### src/rtl/systolic_pkg.sv
// Shared types, default widths and clamp-limit helpers for the weight-stationary
// systolic processing element.
package systolic_pkg;

    localparam int DEF_DATA_WIDTH   = 8;
    localparam int DEF_WEIGHT_WIDTH = 8;
    localparam int DEF_ACC_WIDTH    = 20;

    typedef enum logic [1:0] {
        W_EMPTY,
        W_SHADOW,
        W_ACTIVE,
        W_ACTIVE_PEND
    } wstate_t;

    // Limits are returned as 64-bit patterns; callers keep the low width bits.
    function automatic logic [63:0] sat_max(input int width, input bit is_signed);
        sat_max = '0;
        for (int i = 0; i < 64; i++) begin
            if (i < width - (is_signed ? 1 : 0)) sat_max[i] = 1'b1;
        end
    endfunction

    function automatic logic [63:0] sat_min(input int width, input bit is_signed);
        sat_min = '0;
        for (int i = 0; i < 64; i++) begin
            if (is_signed && i >= width - 1) sat_min[i] = 1'b1;
        end
    endfunction

endpackage

### src/rtl/systolic_pe_ws_if.sv
// Neighbour link of a systolic PE: activation, weight-preload and partial-sum
// streams travelling together between adjacent cells.
interface systolic_pe_ws_if
    import systolic_pkg::*;
#(
    parameter int DATA_WIDTH   = DEF_DATA_WIDTH,
    parameter int WEIGHT_WIDTH = DEF_WEIGHT_WIDTH,
    parameter int ACC_WIDTH    = DEF_ACC_WIDTH
);

    logic                    data_valid;
    logic [DATA_WIDTH-1:0]   data;
    logic                    weight_load;
    logic [WEIGHT_WIDTH-1:0] weight;
    logic                    psum_valid;
    logic [ACC_WIDTH-1:0]    psum;

    modport master (
        output data_valid, data, weight_load, weight, psum_valid, psum
    );

    modport slave (
        input data_valid, data, weight_load, weight, psum_valid, psum
    );

endinterface

### src/rtl/pe_mac_sat.sv
// Combinational multiply-accumulate with exact overflow detection and optional
// clamping, for signed or unsigned operands.
module pe_mac_sat
    import systolic_pkg::*;
#(
    parameter int DATA_WIDTH   = DEF_DATA_WIDTH,
    parameter int WEIGHT_WIDTH = DEF_WEIGHT_WIDTH,
    parameter int ACC_WIDTH    = DEF_ACC_WIDTH,
    parameter bit SIGNED       = 1'b1,
    parameter bit SATURATE     = 1'b1
) (
    input  logic [DATA_WIDTH-1:0]   data,
    input  logic [WEIGHT_WIDTH-1:0] weight,
    input  logic [ACC_WIDTH-1:0]    psum,
    output logic [ACC_WIDTH-1:0]    result,
    output logic                    ovf
);

    localparam int XW = ACC_WIDTH + 1;
    localparam logic [63:0] MAX64 = sat_max(ACC_WIDTH, SIGNED);
    localparam logic [63:0] MIN64 = sat_min(ACC_WIDTH, SIGNED);

    logic          d_ext, w_ext, p_ext;
    logic [XW-1:0] data_x, weight_x, psum_x, prod_x, sum_x;

    assign d_ext = SIGNED & data[DATA_WIDTH-1];
    assign w_ext = SIGNED & weight[WEIGHT_WIDTH-1];
    assign p_ext = SIGNED & psum[ACC_WIDTH-1];

    assign data_x   = {{(XW-DATA_WIDTH){d_ext}}, data};
    assign weight_x = {{(XW-WEIGHT_WIDTH){w_ext}}, weight};
    assign psum_x   = {p_ext, psum};

    // The product always fits in ACC_WIDTH bits, so the modular low bits are exact.
    assign prod_x = data_x * weight_x;
    assign sum_x  = psum_x + prod_x;

    // Signed: the two top bits disagree. Unsigned: carry out of the ACC_WIDTH range.
    assign ovf = SIGNED ? (sum_x[XW-1] != sum_x[XW-2]) : sum_x[XW-1];

    always_comb begin
        result = sum_x[ACC_WIDTH-1:0];
        if (ovf && SATURATE) begin
            result = (SIGNED && sum_x[XW-1]) ? MIN64[ACC_WIDTH-1:0] : MAX64[ACC_WIDTH-1:0];
        end
    end

endmodule

### src/rtl/systolic_pe_ws.sv
// Weight-stationary systolic PE: double-buffered weights, forwarded activations
// and a registered saturating partial-sum stage.
module systolic_pe_ws
    import systolic_pkg::*;
#(
    parameter int DATA_WIDTH   = DEF_DATA_WIDTH,
    parameter int WEIGHT_WIDTH = DEF_WEIGHT_WIDTH,
    parameter int ACC_WIDTH    = DEF_ACC_WIDTH,
    parameter bit SIGNED       = 1'b1,
    parameter bit SATURATE     = 1'b1
) (
    input  logic clk,
    input  logic rstn,
    input  logic clear,
    input  logic weight_commit,
    systolic_pe_ws_if.slave  up,
    systolic_pe_ws_if.master down,
    output logic weight_ready,
    output logic overflow
);

    wstate_t                 state;
    logic [WEIGHT_WIDTH-1:0] shadow, active, mac_weight;
    logic [ACC_WIDTH-1:0]    psum_in_eff, mac_result, psum_q;
    logic [DATA_WIDTH-1:0]   data_q;
    logic                    mac_ovf, data_valid_q, weight_load_q, psum_valid_q;

    assign psum_in_eff = up.psum_valid ? up.psum : '0;
    assign mac_weight  = weight_ready ? active : '0;

    pe_mac_sat #(
        .DATA_WIDTH  (DATA_WIDTH),
        .WEIGHT_WIDTH(WEIGHT_WIDTH),
        .ACC_WIDTH   (ACC_WIDTH),
        .SIGNED      (SIGNED),
        .SATURATE    (SATURATE)
    ) u_mac (
        .data  (up.data),
        .weight(mac_weight),
        .psum  (psum_in_eff),
        .result(mac_result),
        .ovf   (mac_ovf)
    );

    // Commit copies the pre-edge shadow, so a simultaneous load never leaks into active.
    always_ff @(posedge clk or negedge rstn) begin
        if (!rstn) begin
            state        <= W_EMPTY;
            active       <= '0;
            weight_ready <= 1'b0;
        end else if (clear) begin
            state        <= W_EMPTY;
            active       <= '0;
            weight_ready <= 1'b0;
        end else begin
            case (state)
                W_EMPTY: begin
                    if (up.weight_load) state <= W_SHADOW;
                end
                W_SHADOW: begin
                    if (weight_commit) begin
                        active       <= shadow;
                        weight_ready <= 1'b1;
                        state        <= up.weight_load ? W_ACTIVE_PEND : W_ACTIVE;
                    end
                end
                W_ACTIVE: begin
                    if (weight_commit) active <= shadow;
                    if (up.weight_load) state <= W_ACTIVE_PEND;
                end
                W_ACTIVE_PEND: begin
                    if (weight_commit) begin
                        active <= shadow;
                        if (!up.weight_load) state <= W_ACTIVE;
                    end
                end
                default: state <= W_EMPTY;
            endcase
        end
    end

    always_ff @(posedge clk or negedge rstn) begin
        if (!rstn) begin
            shadow        <= '0;
            weight_load_q <= 1'b0;
        end else if (clear) begin
            shadow        <= '0;
            weight_load_q <= 1'b0;
        end else begin
            if (up.weight_load) shadow <= up.weight;
            weight_load_q <= up.weight_load;
        end
    end

    always_ff @(posedge clk or negedge rstn) begin
        if (!rstn) begin
            data_valid_q <= 1'b0;
            data_q       <= '0;
            psum_valid_q <= 1'b0;
            psum_q       <= '0;
            overflow     <= 1'b0;
        end else if (clear) begin
            data_valid_q <= 1'b0;
            data_q       <= '0;
            psum_valid_q <= 1'b0;
            psum_q       <= '0;
            overflow     <= 1'b0;
        end else begin
            data_valid_q <= up.data_valid;
            psum_valid_q <= up.data_valid;
            if (up.data_valid) begin
                data_q <= up.data;
                psum_q <= mac_result;
                if (mac_ovf) overflow <= 1'b1;
            end
        end
    end

    assign down.data_valid  = data_valid_q;
    assign down.data        = data_q;
    assign down.weight_load = weight_load_q;
    assign down.weight      = shadow;
    assign down.psum_valid  = psum_valid_q;
    assign down.psum        = psum_q;

endmodule

### src/flat_wrapper.sv
// flat-port wrapper written by rule: the top's interface ports become plain ports
module systolic_pe_ws_flat import systolic_pkg::*;
#(
    parameter int DATA_WIDTH   = DEF_DATA_WIDTH,
    parameter int WEIGHT_WIDTH = DEF_WEIGHT_WIDTH,
    parameter int ACC_WIDTH    = DEF_ACC_WIDTH,
    parameter bit SIGNED       = 1'b1,
    parameter bit SATURATE     = 1'b1
)
  (clk, rstn, clear, weight_commit, weight_ready, overflow, up_data_valid, up_data, up_weight_load, up_weight, up_psum_valid, up_psum, down_data_valid, down_data, down_weight_load, down_weight, down_psum_valid, down_psum);
  systolic_pe_ws_if #(.DATA_WIDTH(DATA_WIDTH), .WEIGHT_WIDTH(WEIGHT_WIDTH), .ACC_WIDTH(ACC_WIDTH)) up_i ();
  systolic_pe_ws_if #(.DATA_WIDTH(DATA_WIDTH), .WEIGHT_WIDTH(WEIGHT_WIDTH), .ACC_WIDTH(ACC_WIDTH)) down_i ();
  input  logic clk;
  input  logic rstn;
  input  logic clear;
  input  logic weight_commit;
  output logic weight_ready;
  output logic overflow;
  input wire logic [$bits(up_i.data_valid)-1:0] up_data_valid;
  input wire logic [$bits(up_i.data)-1:0] up_data;
  input wire logic [$bits(up_i.weight_load)-1:0] up_weight_load;
  input wire logic [$bits(up_i.weight)-1:0] up_weight;
  input wire logic [$bits(up_i.psum_valid)-1:0] up_psum_valid;
  input wire logic [$bits(up_i.psum)-1:0] up_psum;
  output wire logic [$bits(down_i.data_valid)-1:0] down_data_valid;
  output wire logic [$bits(down_i.data)-1:0] down_data;
  output wire logic [$bits(down_i.weight_load)-1:0] down_weight_load;
  output wire logic [$bits(down_i.weight)-1:0] down_weight;
  output wire logic [$bits(down_i.psum_valid)-1:0] down_psum_valid;
  output wire logic [$bits(down_i.psum)-1:0] down_psum;
  assign up_i.data_valid = up_data_valid;
  assign up_i.data = up_data;
  assign up_i.weight_load = up_weight_load;
  assign up_i.weight = up_weight;
  assign up_i.psum_valid = up_psum_valid;
  assign up_i.psum = up_psum;
  assign down_data_valid = down_i.data_valid;
  assign down_data = down_i.data;
  assign down_weight_load = down_i.weight_load;
  assign down_weight = down_i.weight;
  assign down_psum_valid = down_i.psum_valid;
  assign down_psum = down_i.psum;
  systolic_pe_ws #(.DATA_WIDTH(DATA_WIDTH), .WEIGHT_WIDTH(WEIGHT_WIDTH), .ACC_WIDTH(ACC_WIDTH), .SIGNED(SIGNED), .SATURATE(SATURATE)) u_core (.clk(clk), .rstn(rstn), .clear(clear), .weight_commit(weight_commit), .up(up_i), .down(down_i), .weight_ready(weight_ready), .overflow(overflow));
endmodule
### config.mk
export PLATFORM = sky130hd
export DESIGN_NAME = systolic_pe_ws_flat
export DESIGN_NICKNAME = d
export VERILOG_FILES = /design/src/rtl/systolic_pkg.sv /design/src/rtl/systolic_pe_ws_if.sv /design/src/rtl/pe_mac_sat.sv /design/src/rtl/systolic_pe_ws.sv /design/src/flat_wrapper.sv
export SDC_FILE = /design/constraint.sdc
export NUM_CORES = 1
export LEC_CHECK = 0
export ABC_AREA = 1
export BUFFER_PORTS_ARGS = -buffer_cell sky130_fd_sc_hd__buf_4
export CORE_UTILIZATION = 29
export DETAILED_ROUTE_END_ITERATION = 12
export HOLD_SLACK_MARGIN = 0.02
export PLACE_DENSITY = 0.52
export SYNTH_ARGS = -nofsm -noshare
export SYNTH_HDL_FRONTEND = slang
export SYNTH_SLANG_ARGS = --single-unit
export TNS_END_PERCENT = 30
### constraint.sdc
create_clock -name clk -period 7.2 [get_ports clk]
set_clock_uncertainty 0.2 [all_clocks]
set_input_delay 0.72 -clock clk [delete_from_list [all_inputs] [get_ports clk]]
set_output_delay 0.72 -clock clk [all_outputs]
set_load 0.03 [all_outputs]
==> metrics.md <==
| Metric | Value |
|---|---|
| Outcome | finished clean |
| I/O pin cnt | 84 |
| Seq/Total Area, Yosys | 20.1% |
| Leakage Power | 4.25 nW |
| Vias in the first global route | 5,336 |
| Ys async rst share | 100% |
| Area growth from synthesis to layout | 17.5% |
| DIE AREA | 0.0220 sq mm |
| CTS Hold Bufs | 0 |
| Post-cts resize count | 0 |
| Max-Cap Viols | 0 |
| Post-Route WL | 15,000 microns |
| Postcts setup bufs | 0 |
| CP delay by family, top | adder cells |
| Layout cell share with drive strength beyond 1 | 17.1% |
| Critical Path RT | 7230 ps |
| Tcrit/Tclk final | 84.7% |
| Clk slew on worst S/H paths | 70 ps |
| Cell area after layout | 0.00731 sq mm |
| Count of final setup violators | 0 |
| Count of pins over their slew limit | 0 |
| FMAX | 0.164 GHz |
| Dpl hpwl | 12,800 microns |
| Nets | 1,018 |
| CP arrival | 6130 ps |
| CTS root buffer | clkbuf_16 |
| Synth Instances | 752 |
| Grt total ovfl | 0 |
| Hold Crit Class | in -> async |
| Die Ht | 148 microns |
| Largest net degree at the start of global routing | 51 |
| Crit path kind | reg -> reg |
| Crit start category | flip-flop |
| Gr usage total | 15.1% |
| Port Buffers | 83 |
| Post-DP Area | 0.00714 sq mm |
| Slew margin rel. | 55.1% |
| TritonCTS buffer count | 5 |
| GPL Wtd Cong | 0.836 |
| Worst path max stage delay | 570 ps |
| Crit end category | flip-flop |
| Crit path buf inv count | 5 |
| Worst-Skew Late Latency | 290 ps |
| Die Wd | 148 microns |
| Via density | 4.36 |
| Slew of the pin with the lowest slew margin | 672 ps |
| Syn Area/Cell | 8.27 sq um |
| CTS tree | built |
| Initial core utilization | 29.6% |
| Initial antenna violation count | 0 |
| Non-filler cells, final | 1,111 |
| Power, Total | 1.17 mW |
| Area of the core | 0.0210 sq mm |
| Commonest non-fill, non-tap cell in the layout | nand2_1 |
| Yosys reg bits | 50 |
| Antenna Cells | 0 |
| Setup TNS | 0 ps |
| CTS Buffer Depth | 2 |
| H-tree levels | 2 |
| Post-synth EDFFs | 0 |
| Rows | 53 |
| PD cells | 160 mW/mm^2 |
| Critical path fanouts, max | 19 |
| Wirelength per Cell | 13.5 microns |
| Final hold violations | 0 |
| Placed cells | 1,103 |
| Distinct cells, synth | 39 |
| First-pass GRT wire length | 26,300 microns |
| Starting DRT DRC Count | 139 |
| Max IR drop VDD | 82.2 uV |
| TritonRoute pass-1 iters | 4 |
| Commonest non-fill, non-tap cells in the layout | nand2_1, inv_1, fa_1 |
| Ys Warns | 0 |
| Critical path's slowest cell | dfrtp_1 |
| Synthesized Nets | 935 |
| RSZ-0062 raised after global routing | false |
| Vias | 4,848 |
| DR DRC count | 0 |
| Main synth FF type | dfrtp_1 |
| Clock sink count | 50 |
| Post-Syn Area | 0.00622 sq mm |
| Post-layout min period | 6100 ps |
| CP Cell Sequence | nand2_1 -> nor2_1 -> buf_4 -> inv_1 -> fa_1 -> inv_1 -> fa_1 -> fa_1 -> fa_1 -> inv_1 -> fa_1 -> inv_1 -> ha_1 -> a21oi_2 -> nand2_1 -> nand2_1 -> nand2_2 -> nand2_2 -> nand2_2 -> nand2_2 -> nand2_2 -> a21oi_4 -> o21ai_0 -> nand2_1 |
| Post-DRT Antenna Nets | 0 |
[flip-flops by register name, summed over array words and instances, names as in the netlist]
name	count
u_core.overflow	1
u_core.down.weight	8
u_core.weight_ready	1
u_core.down.psum	20
u_core.state	2
u_core.down.data	8
u_core.active	8
u_core.down.weight_load	1
u_core.down.data_valid	1
[final timing paths]
kind / from / endpoint / slack (ps) / depth (start not counted)
worst max-delay path: u_core.weight_ready$_DFFE_PN0P_ / u_core.down.psum[0]$_DFFE_PN0P_ / 1100 / 24
min in group clk: u_core.down.psum[3]$_DFFE_PN0P_ / u_core.down.psum[3]$_DFFE_PN0P_ / 290 / 2
worst min register to register: u_core.down.psum[3]$_DFFE_PN0P_ / u_core.down.psum[3]$_DFFE_PN0P_ / 290 / 2
max in group asynchronous: rstn / u_core.down.psum[0]$_DFFE_PN0P_ / 6090 / 1
worst min-delay path: rstn / u_core.down.weight[3]$_DFFE_PN0N_ / 260 / 1
worst max register to register: u_core.weight_ready$_DFFE_PN0P_ / u_core.down.psum[0]$_DFFE_PN0P_ / 1100 / 24
[layer usage]
layer	wire, microns	global-route usage (%)	vias to the layer above
li1	-	-	2406
met1	6490	18.4	2346
met2	7760	28.3	84
met3	584	1.90	12
met4	167	2.63	0
met5	0	0	-
[where the power goes]
group	internal (mW)	switching, mW
Sequential	0.323	0.0340
Combinational	0.191	0.340
Clock	0.165	0.116
[synth_stat cells, types with 2 or more instances]
library cell  instances  area [sq um]
a21oi_1              12          60.1
a21oi_2               5          43.8
a21oi_4               2          32.5
clkbuf_1              6          22.5
dfrtp_1              50          1250
fa_1                 92          1840
ha_1                 48           601
inv_1               165           619
inv_2                 3          11.3
nand2_1             188           706
nand2_2              22           138
nand2_4               5          56.3
nand3_1              23           115
nand3_2               2          20.0
nand3b_1              3          22.5
nand4_1               3          18.8
nor2_1               53           199
o21ai_0              34           170
o21ai_1               5          25.0
o21ai_2               4          35.0
o21bai_1              2          15.0
xnor2_1               3          26.3
xor2_1                6          52.6
[cell type report]
type                       instances  area (sq um)
clock inverter                     3          43.8
inverter                         168           631
fill                            2231         13700
multi-input combinational        524          4270
timing repair buffer              86           646
sequential                        50          1250
tap                              275           344
clock buffer                       5           125
[metrics by stage]
step           hold WS (ps)  utilization [%]  setup slack (ps)
2_1_floorplan           224                -               812
3_3_place_gp            273             34.0              1080
3_5_place_dp            275             34.0              1020
4_1_cts                 278             34.8              1050
5_1_grt                 311             34.8               484
6_report                255             34.8              1100
[logic make-up after synthesis]
group	count (synthesis)	share of synthesized area, %
AO/OA/AOI/OAI	68	6.64
XOR/XNOR	9	1.27
adder cells (fa/ha/maj)	140	39.3
buffers and inverters	178	11.3
flip-flops	50	20.1
AND/OR/NAND/NOR	307	21.5
Power figures use the tool's default switching activity.
